File: src/rtl/sparkles_pkg.sv
// Shared constants for the sparkles sprite ROM: sprite geometry, ROM size
// and the per-frame arm length (R) and diagonal length (D) tables.
package sparkles_pkg;

    localparam int SPR_DIM      = 20;
    localparam int SPR_CENTRE   = 9;
    localparam int FRAME_PIXELS = 400;
    localparam int NUM_FRAMES   = 4;
    localparam int ROM_DEPTH    = 4096;
    localparam int ADDR_W       = 12;
    localparam int COORD_W      = 5;
    localparam int FRAME_W      = 2;

    // Highest address that holds sprite data, plus one.
    localparam int DATA_END = NUM_FRAMES * FRAME_PIXELS;

    // Arm half-length R for each frame.
    function automatic logic [COORD_W-1:0] frame_arm(input logic [FRAME_W-1:0] f);
        logic [COORD_W-1:0] r;
        r = 5'd3;
        case (f)
            2'd0: r = 5'd3;
            2'd1: r = 5'd6;
            2'd2: r = 5'd9;
            2'd3: r = 5'd4;
            default: r = 5'd3;
        endcase
        return r;
    endfunction

    // Diagonal half-length D for each frame.
    function automatic logic [COORD_W-1:0] frame_diag(input logic [FRAME_W-1:0] f);
        logic [COORD_W-1:0] d;
        d = 5'd1;
        case (f)
            2'd0: d = 5'd1;
            2'd1: d = 5'd3;
            2'd2: d = 5'd5;
            2'd3: d = 5'd2;
            default: d = 5'd1;
        endcase
        return d;
    endfunction

endpackage

File: src/rtl/sparkles_pixel.sv
// Combinational sparkle pattern: lit when on the vertical/horizontal arm
// (length R) or on a diagonal (length D) around the sprite centre.
// Ports: frame_i (frame 0..3), x_i / y_i (0..19), lit_o (pixel on).
module sparkles_pixel
    import sparkles_pkg::*;
(
    input  logic [FRAME_W-1:0] frame_i,
    input  logic [COORD_W-1:0] x_i,
    input  logic [COORD_W-1:0] y_i,
    output logic               lit_o
);

    localparam logic [COORD_W-1:0] CTR = COORD_W'(SPR_CENTRE);

    logic [COORD_W-1:0] dx;
    logic [COORD_W-1:0] dy;
    logic [COORD_W-1:0] arm;
    logic [COORD_W-1:0] diag;

    always_comb begin
        dx    = (x_i >= CTR) ? (x_i - CTR) : (CTR - x_i);
        dy    = (y_i >= CTR) ? (y_i - CTR) : (CTR - y_i);
        arm   = frame_arm(frame_i);
        diag  = frame_diag(frame_i);
        lit_o = ((dx == '0) && (dy <= arm))
              | ((dy == '0) && (dx <= arm))
              | ((dx == dy) && (dx <= diag));
    end

endmodule

File: src/rtl/sparkles.sv
// Read-only 4096x1 sparkle sprite ROM: 4 frames of 20x20 pixels at
// addresses 0..1599, zero elsewhere. One-edge read latency; define
// SPARKLES_OUT_REG_EN to add a second output register (latency 2).
// Ports: clock (read clock), reset (async, active high),
//        address (12-bit linear address), q (pixel, 1 = lit).
module sparkles
    import sparkles_pkg::*;
(
    input  logic              clock,
    input  logic              reset,
    input  logic [ADDR_W-1:0] address,
    output logic              q
);

    localparam logic [ADDR_W-1:0] FP = ADDR_W'(FRAME_PIXELS);

    logic [FRAME_W-1:0] frame;
    logic [ADDR_W-1:0]  base;
    logic [8:0]         p;
    logic [COORD_W-1:0] x;
    logic [COORD_W-1:0] y;
    logic               in_range;
    logic               lit;
    logic               q_d;
    logic               q_q;

    // Frame by range compare avoids a full 12-bit divider.
    always_comb begin
        frame = 2'd0;
        base  = '0;
        if (address >= 3 * FP) begin
            frame = 2'd3;
            base  = 3 * FP;
        end else if (address >= 2 * FP) begin
            frame = 2'd2;
            base  = 2 * FP;
        end else if (address >= FP) begin
            frame = 2'd1;
            base  = FP;
        end
        // Pixel index is < 400 whenever in range, so 9 bits suffice.
        p        = 9'(address - base);
        y        = COORD_W'(p / 9'(SPR_DIM));
        x        = COORD_W'(p % 9'(SPR_DIM));
        in_range = address < ADDR_W'(DATA_END);
    end

    sparkles_pixel u_pixel (
        .frame_i (frame),
        .x_i     (x),
        .y_i     (y),
        .lit_o   (lit)
    );

    assign q_d = in_range & lit;

    always_ff @(posedge clock or posedge reset) begin
        if (reset) begin
            q_q <= 1'b0;
        end else begin
            q_q <= q_d;
        end
    end

`ifdef SPARKLES_OUT_REG_EN
    logic q2_q;

    always_ff @(posedge clock or posedge reset) begin
        if (reset) begin
            q2_q <= 1'b0;
        end else begin
            q2_q <= q_q;
        end
    end

    assign q = q2_q;
`else
    assign q = q_q;
`endif

endmodule

File: config.mk
export PLATFORM = sky130hd
export DESIGN_NAME = sparkles
export DESIGN_NICKNAME = d
export VERILOG_FILES = /design/src/rtl/sparkles_pkg.sv /design/src/rtl/sparkles_pixel.sv /design/src/rtl/sparkles.sv
export SDC_FILE = /design/constraint.sdc
export NUM_CORES = 1
export LEC_CHECK = 0
export CAP_MARGIN = 20
export CORE_UTILIZATION = 50
export DETAILED_ROUTE_END_ITERATION = 6
export GPL_TIMING_DRIVEN = 0
export PLACE_DENSITY = 0.7
export REMOVE_ABC_BUFFERS = 1
export SYNTH_ARGS = -nofsm -noshare
export SYNTH_HDL_FRONTEND = slang
export SYNTH_HIERARCHICAL = 1
export SYNTH_SLANG_ARGS = --single-unit
File: constraint.sdc
create_clock -name clock -period 0.8 [get_ports clock]
set_input_delay 0.16 -clock clock [delete_from_list [all_inputs] [get_ports clock]]
set_output_delay 0.16 -clock clock [all_outputs]
set_load 0.01 [all_outputs]
==> results of run 1 <==
[worst paths after layout]
check	start	end	slack, ns	cells after the start
max in group asynchronous	reset	q	0.39	2
min in group clock	address[6]	q	0.64	3
setup / recovery	address[4]	q	-5.27	30
hold / removal	reset	q	0.32	2
[cell usage in the layout, fill, tap and decap left out, types with 5 or more instances in the layout]
cell             count
nor2_1              17
inv_1               20
nand2_1             20
clkdlybuf4s50_1      5
nand3_1              6
buf_4               39
inv_2                6
o21ai_0             11
nand4_1              6
nor4_4               5
nor3_1               8
a21oi_1             10
nor2_2               5
ha_1                17
nor2b_1              5
[layout make-up]
cell class                      instances  area [µm²]  area share (%)
Timing Repair Buffer                   55         472            16.9
Multi-Input combinational cell        230        2140            76.6
Inverter                               26        97.6            3.49
Tap cell                               48        60.1            2.15
Sequential cell                         1        25.0           0.894
[critical path: cells and delay by family]
family	cells	cell delay, ns
AO/OA/AOI/OAI	12	1.82
adder cells (fa/ha/maj)	4	1.10
buffers and inverters	4	0.38
multiplexers	1	0.08
AND/OR/NAND/NOR	9	2.39
[through the flow]
stage               setup slack (ns)  area (µm²)  power (mW)  instances  utilization [%]
floorplan                      -5.87        1870        3.65        256                -
global placement               -7.87        2070        4.46        318             55.7
detailed placement             -7.54        2080        4.59        319             56.1
CTS                            -5.04        2510        5.46        345             67.5
global route                   -5.45        2800        7.13        360             75.3
finish                         -5.27        2800        6.61        360             75.3
[kinds of logic (layout without fill, tap and decap cells)]
family / Yosys count / count (layout) / synth area share (%)
and+or+nand+nor: 116 / 117 / 36.2
AOI/OAI and AO/OA: 78 / 78 / 31.6
buffers and inverters: 45 / 81 / 9.76
adders and majority gates: 24 / 24 / 15.4
xor gates and xnor gates: 8 / 8 / 4.27
muxes: 3 / 3 / 1.53
DFF: 1 / 1 / 1.28
[layer usage]
metal | up-vias | global-route usage, % | share of wire (%)
met2 | 124 | 45.7 | 51
met4 | 0 | 2.50 | 2.2
li1 | 1112 | - | -
met1 | 1109 | 35.4 | 41
met3 | 20 | 0.528 | 5.8
met5 | - | 0 | 0
[power by group through the flow]
stage / Clock [mW] / Sequential (mW) / Combinational (mW)
final: 0 / 0.0625 / 6.55
after global routing: 0 / 0.0628 / 7.07
after CTS: 0 / 0.0624 / 5.40
after detailed placement: 0 / 0.0629 / 4.53
after global placement: 0 / 0.0626 / 4.39
after floorplan: 0 / 0.0681 / 3.58
[repair_timing]
item / 4_1_cts / 5_1_grt
setup buffers: 25 / 15
setup endpoints to repair: 2 / 1
gates resized for setup: 85 / 37
pin swaps: 33 / 37
cloned: 1 / 0
==> parameters.txt, run 1 <==
Parameter                              Value

Outcome
  Run status ... finished, violations left
  Violations in the final reports ... setup timing

Timing
  Number of pins with negative max-slew slack in the final report ... 0
  Final Hold Vio Count ... 0
  Fmax ... 0.165 GHz
  Final TNS setup ... -5.27 ns
  Hold slack ... 0.315 ns
  Worst setup margin ... -5.27 ns
  Slew at the pin with the worst max-slew slack ... 1.07 ns
  Max transition margin ... 28.3%
  Ratio of final minimum period to clock period ... 758%
  Post-layout minimum cycle time ... 6.06 ns
  Setup repair after global routing missed its margin ... true
  Final setup violation count ... 1

Synth
  Top_reg_cell synth ... dfrtp_1
  Fraction of synthesized cell area taken by the top area cell type ... 12.8%
  Fraction of synthesis flops using an asynchronous set or reset pin ... 100%
  Mean post-synth cell area ... 7.13 µm²
  Ys Warns ... 6
  Post-synth cell types ... 80
  Post-synthesis instance area ... 1960 µm²
  Most frequent cells after synthesis ... inv_1 (26), nor2_1 (24), nand2_1 (21)
  EDFF count, synth ... 0
  Proportion of synthesized chip area in sequential cells ... 1.28%
  Cell accounting for the most synthesized area ... ha_1
  Synthesized netlist cell count ... 275
  #FFs+latches synth ... 1
  Leading cell type by number of instances after synthesis ... inv_1
  Cells taking the most area after synthesis ... ha_1 (13%), inv_1 (5.0%), nor2_1 (4.6%)

Floorplan
  Std cell rows ... 22
  I/O pin total ... 15
  Die outline height ... 64.6 µm
  Starting utilization of the core area ... 52.8%
  Die Footprint ... 4180 µm²
  Core area ... 3720 µm²
  Die boundary width ... 64.6 µm

GRT
  Remaining Overflow, GRT ... 0
  Pin count of the biggest net entering global routing ... 21
  Antenna violations before repair ... 0
  Number of global-route vias before repair ... 1996
  First-pass GRT wire length ... 8980 µm
  Global routing usage summed across all routing layers ... 25.7%

Worst setup path
  Critical path required time ... 0.68 ns
  Cell with the biggest individual delay on the critical path ... or4b_4
  Crit-path max cell delay ... 0.48 ns
  Critical path startpoint category ... primary input
  Crit Path Max Fanout ... 6
  Data arrival, critical path ... 5.94 ns
  Type of the setup path with the least slack ... in -> reg
  Critical Path End Type ... flip-flop

Final layout
  Fillers ... 260
  Number of flip-flops in the largest register ... 1
  Number of nets in the final layout ... 349
  Share of post-route cells with drive strength above 1 ... 39.4%
  Relative area change from synthesis to final layout ... 42.7%
  Antenna diode instance count ... 0

Detailed routing
  Number of optimization iterations in the first detailed-route pass ... 5
  Antenna-violating nets left ... 0
  First DRT Iteration DRCs ... 166
  Vias ... 2365
  Total routed wirelength ... 6560 µm
  DRC violation count after routing ... 0
  DR vias/cell ... 6.57
  Mean routed wirelength per cell ... 18.2 µm

Placement
  Buffers on Ports ... 14
  Gpl congestion ... 0.820
  HPWL Detailed ... 3350 µm

CTS
  Post-CTS clock slew at the launch and capture registers of the worst setup and hold paths ... 0 ns
  Number of hold buffers added after cts ... 0

Power and ir drop
  Switch Pwr ... 3.50 mW
  Power Density ... 2360 nW/µm²
  Fraction of power consumed by sequential logic ... 0.9%
  Proportion of power drawn by combinational gates ... 99.1%
  Sw frac ... 52.9%
  Cell-internal power ... 3.12 mW
  Leakage component of the power ... 1.16 nW
  Max IR drop VDD ... 953 µV
  Share of total power in the clock network ... 0%

Min path
  Path class of the lowest-slack min-delay path ... in -> async

Flow run
  Max cap viols ... 0
Power figures use the tool's default switching activity.
==> run 2, diff against run 1 <==
CAP_MARGIN = not set   (was 20)
==> parameters.txt, run 2 (same netlist as run 1, synthesis figures left out) <==
Parameter                              Value

Worst setup path
  Critical path startpoint category ... primary input
  Crit Path Max Fanout ... 5 (-1)
  Critical Path End Type ... flip-flop
  Number of buffer and inverter stages on the critical path ... 7 (+3)
  Data arrival, critical path ... 6.10 ns (+0.16 ns)
  Cell with the biggest individual delay on the critical path ... a31oi_1
  Crit-path max cell delay ... 0.41 ns (-0.07 ns)
  Critical path required time ... 0.73 ns (+0.05 ns)
  Kind of cell adding the most delay to the critical path ... compound AO/OA/AOI/OAI gates
  Instance count on the critical path ... 31 (+3.3%)
  Type of the setup path with the least slack ... in -> reg

CTS
  Number of hold buffers added after cts ... 0 (unchanged)
  Post-CTS clock slew at the launch and capture registers of the worst setup and hold paths ... 0 ns (unchanged)

Placement
  Gpl congestion ... 0.820 (unchanged)
  Buffers on Ports ... 14 (unchanged)
  HPWL Detailed ... 3330 µm (-0.45%)
  Cell Area, Placed ... 2070 µm² (-0.72%)

Final layout
  Fillers ... 209 (-20%)
  Number of flip-flops in the largest register ... 1 (unchanged)
  Antenna diode instance count ... 0 (unchanged)
  Total non-filler cell area in the finished layout ... 2930 µm² (+4.6%)
  Number of nets in the final layout ... 362 (+3.7%)
  Share of post-route cells with drive strength above 1 ... 40.0% (+0.58 points)
  Combined area of the multi-input logic cells ... 2170 µm² (+1.4%)
  Flip-flop and latch area ... 25.0 µm² (unchanged)
  Commonest cells after routing, fill and taps aside ... buf_4 (50), inv_1 (22), nand2_1 (19)
  Most common cell after layout, fill and taps aside ... buf_4
  Utilization after layout ... 78.8% (+3.4 points)
  Relative area change from synthesis to final layout ... 49.2%

Power and ir drop
  Fraction of power consumed by sequential logic ... 0.9% (about the same)
  Switch Pwr ... 3.94 mW (+13%)
  Power Density ... 2490 nW/µm² (+5.3%)
  Proportion of power drawn by combinational gates ... 99.1% (about the same)
  Share of total power in the clock network ... 0% (unchanged)
  Leakage component of the power ... 1.24 nW (+6.9%)
  Overall power after layout ... 7.28 mW (+10%)
  Max IR drop VDD ... 1270 µV (+33%)
  Cell-internal power ... 3.33 mW (+7.0%)
  Sw frac ... 54.2% (+1.3 points)

Floorplan
  Die outline height ... 64.6 µm (unchanged)
  I/O pin total ... 15 (unchanged)
  Std cell rows ... 22 (unchanged)
  Core area ... 3720 µm² (unchanged)
  Die Footprint ... 4180 µm² (unchanged)
  Die boundary width ... 64.6 µm (unchanged)
  Starting utilization of the core area ... 52.8% (unchanged)

GRT
  Global routing usage summed across all routing layers ... 29.2% (+3.6 points)
  Antenna violations before repair ... 0 (unchanged)
  Remaining Overflow, GRT ... 0 (unchanged)
  First-pass GRT wire length ... 10100 µm (+12%)
  Number of global-route vias before repair ... 2178 (+9.1%)
  Pin count of the biggest net entering global routing ... 20 (-4.8%)

Detailed routing
  Vias ... 2497 (+5.6%)
  Mean routed wirelength per cell ... 19.6 µm (+7.7%)
  First DRT Iteration DRCs ... 287 (+73%)
  DR vias/cell ... 6.69 (+1.9%)
  Total routed wirelength ... 7320 µm (+12%)
  Antenna-violating nets left ... 0 (unchanged)
  DRC violation count after routing ... 0 (unchanged)
  Number of optimization iterations in the first detailed-route pass ... 5 (unchanged)

Timing
  Number of pins with negative max-slew slack in the final report ... 0 (unchanged)
  Max transition margin ... 12.5% (-16 points)
  Ratio of final minimum period to clock period ... 772% (+14 points)
  Slew at the pin with the worst max-slew slack ... 1.30 ns (+0.235 ns)
  Final Hold Vio Count ... 0 (unchanged)
  Fmax ... 0.162 GHz (-1.8%)
  Setup repair after global routing missed its margin ... true
  Post-layout minimum cycle time ... 6.18 ns (+0.114 ns)
  Worst setup margin ... -5.38 ns (-0.114 ns)
  Final setup violation count ... 1 (unchanged)

Outcome
  Run status ... finished, violations left
  Violations in the final reports ... setup timing

Min path
  Path class of the lowest-slack min-delay path ... in -> async

Flow run
  Max cap viols ... 0 (unchanged)
run 2: cell types whose count changed in the layout (fill, tap and decap cells not counted), sizes merged:
cell / previous run / this run
buf: 46 / 57
clkbuf: 0 / 1
clkdlybuf4s15: 3 / 2
dlygate4sd2: 1 / 2
nor4: 8 / 9
run 2: final cells by class:
class | instances | area share, %
sequential | 1 | 0.855
inverter | 26 | 3.42
timing repair buffer | 67 | 19.4
tap | 48 | 2.05
multi-input combinational | 231 | 74.3
run 2: power groups by stage:
stage / logic, mW / registers (mW) / clock network [mW]
2_1_floorplan: 3.58 / 0.0681 / 0
3_3_place_gp: 4.39 / 0.0626 / 0
3_5_place_dp: 4.47 / 0.0629 / 0
4_1_cts: 5.72 / 0.0624 / 0
5_1_grt: 7.61 / 0.0636 / 0
6_report: 7.21 / 0.0631 / 0
run 2: final timing paths:
check                            start  end  slack [ns]
worst max-delay path        address[6]    q       -5.38
worst min-delay path             reset    q        0.32
max in group asynchronous        reset    q        0.38
min in group clock         address[10]    q        0.63
run 2: repair_timing:
item                                    CTS  global route
gates resized for setup                  92            29
setup buffers                            36            17
endpoints found under the setup margin    2             1
gates cloned                              2             0
pin swaps                                40            37
hold endpoints to repair                  0             0
run 2: through the flow:
step	setup slack [ns]	instances	hold slack (ns)	TNS [ns]
2_1_floorplan	-5.87	256	-0.111	-5.87
3_3_place_gp	-7.87	318	0.302	-8.05
3_5_place_dp	-7.91	318	0.322	-8.09
5_1_grt	-5.54	373	0.349	-5.54
6_report	-5.38	373	0.322	-5.38
4_1_cts	-5.16	356	0.319	-5.16
run 2: layer usage:
metal / GRT usage, % / vias to the layer above / wire [µm]
li1: - / 1139 / -
met1: 36.1 / 1157 / 2870
met2: 54.5 / 156 / 3560
met3: 2.11 / 45 / 520
met4: 6.39 / 0 / 379
met5: 0 / - / 0
==> run 3, diff against run 2 <==
SKIP_CTS_REPAIR_TIMING = 1   (was not set)
==> parameters.txt, run 3 (same netlist as run 1, synthesis figures left out) <==
Parameter                              Value

Floorplan
  Std cell rows ... 22 (unchanged)
  Starting utilization of the core area ... 52.8% (unchanged)
  Die boundary width ... 64.6 µm (unchanged)
  Die outline height ... 64.6 µm (unchanged)
  I/O pin total ... 15 (unchanged)
  Die Footprint ... 4180 µm² (unchanged)
  Core area ... 3720 µm² (unchanged)

Final layout
  Share of post-route cells with drive strength above 1 ... 38.8% (-1.3 points)
  Antenna diode instance count ... 0 (unchanged)
  Utilization after layout ... 77.0% (-1.8 points)
  Number of nets in the final layout ... 357 (-1.4%)
  Flip-flop and latch area ... 25.0 µm² (unchanged)
  Number of flip-flops in the largest register ... 1 (unchanged)
  Commonest cells after routing, fill and taps aside ... buf_4 (48), inv_1 (22), nand2_1 (19)
  Combined area of the multi-input logic cells ... 2150 µm² (-1.3%)
  Relative area change from synthesis to final layout ... 45.9%
  Most common cell after layout, fill and taps aside ... buf_4
  Fillers ... 233 (+11%)

CTS
  Post-CTS clock slew at the launch and capture registers of the worst setup and hold paths ... 0 ns (unchanged)

Placement
  Post-placement worst setup slack ... -7.91 ns (unchanged)
  HPWL Detailed ... 3330 µm (unchanged)
  Gpl congestion ... 0.820 (unchanged)
  Buffers on Ports ... 14 (unchanged)

Detailed routing
  First DRT Iteration DRCs ... 143 (-50%)
  Vias ... 2378 (-4.8%)
  Mean routed wirelength per cell ... 17.9 µm (-8.8%)
  DRC violation count after routing ... 0 (unchanged)
  Number of optimization iterations in the first detailed-route pass ... 5 (unchanged)
  DR vias/cell ... 6.46 (-3.5%)
  Total routed wirelength ... 6590 µm (-10%)
  Antenna-violating nets left ... 0 (unchanged)

Worst setup path
  Data arrival, critical path ... 6.28 ns (+0.18 ns)
  Critical path startpoint category ... primary input
  Crit Path Max Fanout ... 6 (+1)
  Crit-path max cell delay ... 0.43 ns (+0.02 ns)
  Critical path required time ... 0.73 ns (about the same)
  Critical Path End Type ... flip-flop
  Type of the setup path with the least slack ... in -> reg
  Cell with the biggest individual delay on the critical path ... fa_2

Timing
  Fmax ... 0.158 GHz (-2.6%)
  Final TNS setup ... -5.55 ns (-0.168 ns)
  Post-layout minimum cycle time ... 6.35 ns (+0.168 ns)
  Number of pins with negative max-slew slack in the final report ... 0 (unchanged)
  Final setup violation count ... 1 (unchanged)
  Worst setup margin ... -5.55 ns (-0.168 ns)
  Slew at the pin with the worst max-slew slack ... 1.09 ns (-0.214 ns)
  Setup repair after global routing missed its margin ... true
  Max transition margin ... 26.9% (+14 points)
  Final Hold Vio Count ... 0 (unchanged)
  Ratio of final minimum period to clock period ... 793% (+21 points)

Power and ir drop
  Power Density ... 2410 nW/µm² (-3.0%)
  Leakage component of the power ... 1.24 nW (-0.23%)
  Max IR drop VDD ... 1240 µV (-2.6%)

GRT
  First-pass GRT wire length ... 7310 µm (-27%)
  Antenna violations before repair ... 0 (unchanged)
  Number of global-route vias before repair ... 1630 (-25%)
  Global routing usage summed across all routing layers ... 20.5% (-8.7 points)
  Pin count of the biggest net entering global routing ... 30 (+50%)
  Remaining Overflow, GRT ... 0 (unchanged)

Flow run
  Max cap viols ... 0 (unchanged)

Outcome
  Run status ... finished, violations left
  Violations in the final reports ... setup timing

Min path
  Path class of the lowest-slack min-delay path ... in -> async
## run 3: cell types whose count changed in the layout (fill, tap and decap cells not counted), sizes merged
cell,delta
dlygate4sd2,-2
clkbuf,+1
buf,-6
dlymetal6s2s,+4
clkdlybuf4s15,-2
## run 3: routing by layer
layer,up-vias,wire length [µm],track usage [%]
li1,1126,-,-
met1,1145,2810,29.7
met2,85,3300,35.8
met3,22,284,0.176
met4,0,193,0
met5,-,0,0
## run 3: worst max-delay path, delay by kind of cell
kind	cells	cell delay [ns]
buf+inv	6	0.76
compound gates	13	2.58
xor+xnor	1	0.16
fa+ha+maj	5	1.50
simple gates	6	1.09
## run 3: through the flow
step                area [µm²]  total power [mW]  std cells  hold slack [ns]
finish                    2860              6.90        368            0.318
global route              2860              7.42        368            0.333
CTS                       2070              4.55        318            0.319
detailed placement        2070              4.53        318            0.322
global placement          2070              4.46        318            0.302
floorplan                 1870              3.65        256           -0.111
## run 3: worst max path at each step
stage | to | slack (ns) | from
finish | q | -5.55 | address[7]
detailed placement | q | -7.91 | address[6]
CTS | q | -7.91 | address[6]
global route | q | -5.71 | address[7]
floorplan | q | -5.87 | address[5]
global placement | q | -7.87 | address[6]
## run 3: layout make-up
cell class	instances	share of cell area, %
inverter	26	3.50
multi-input combinational	231	75.0
sequential	1	0.875
tap	48	2.10
timing repair buffer	62	18.5
## run 3: power breakdown
part,internal [mW],switching [mW]
registers,0.0605,0.00183
logic,3.21,3.63
clock network,0,0
total,3.27,3.64
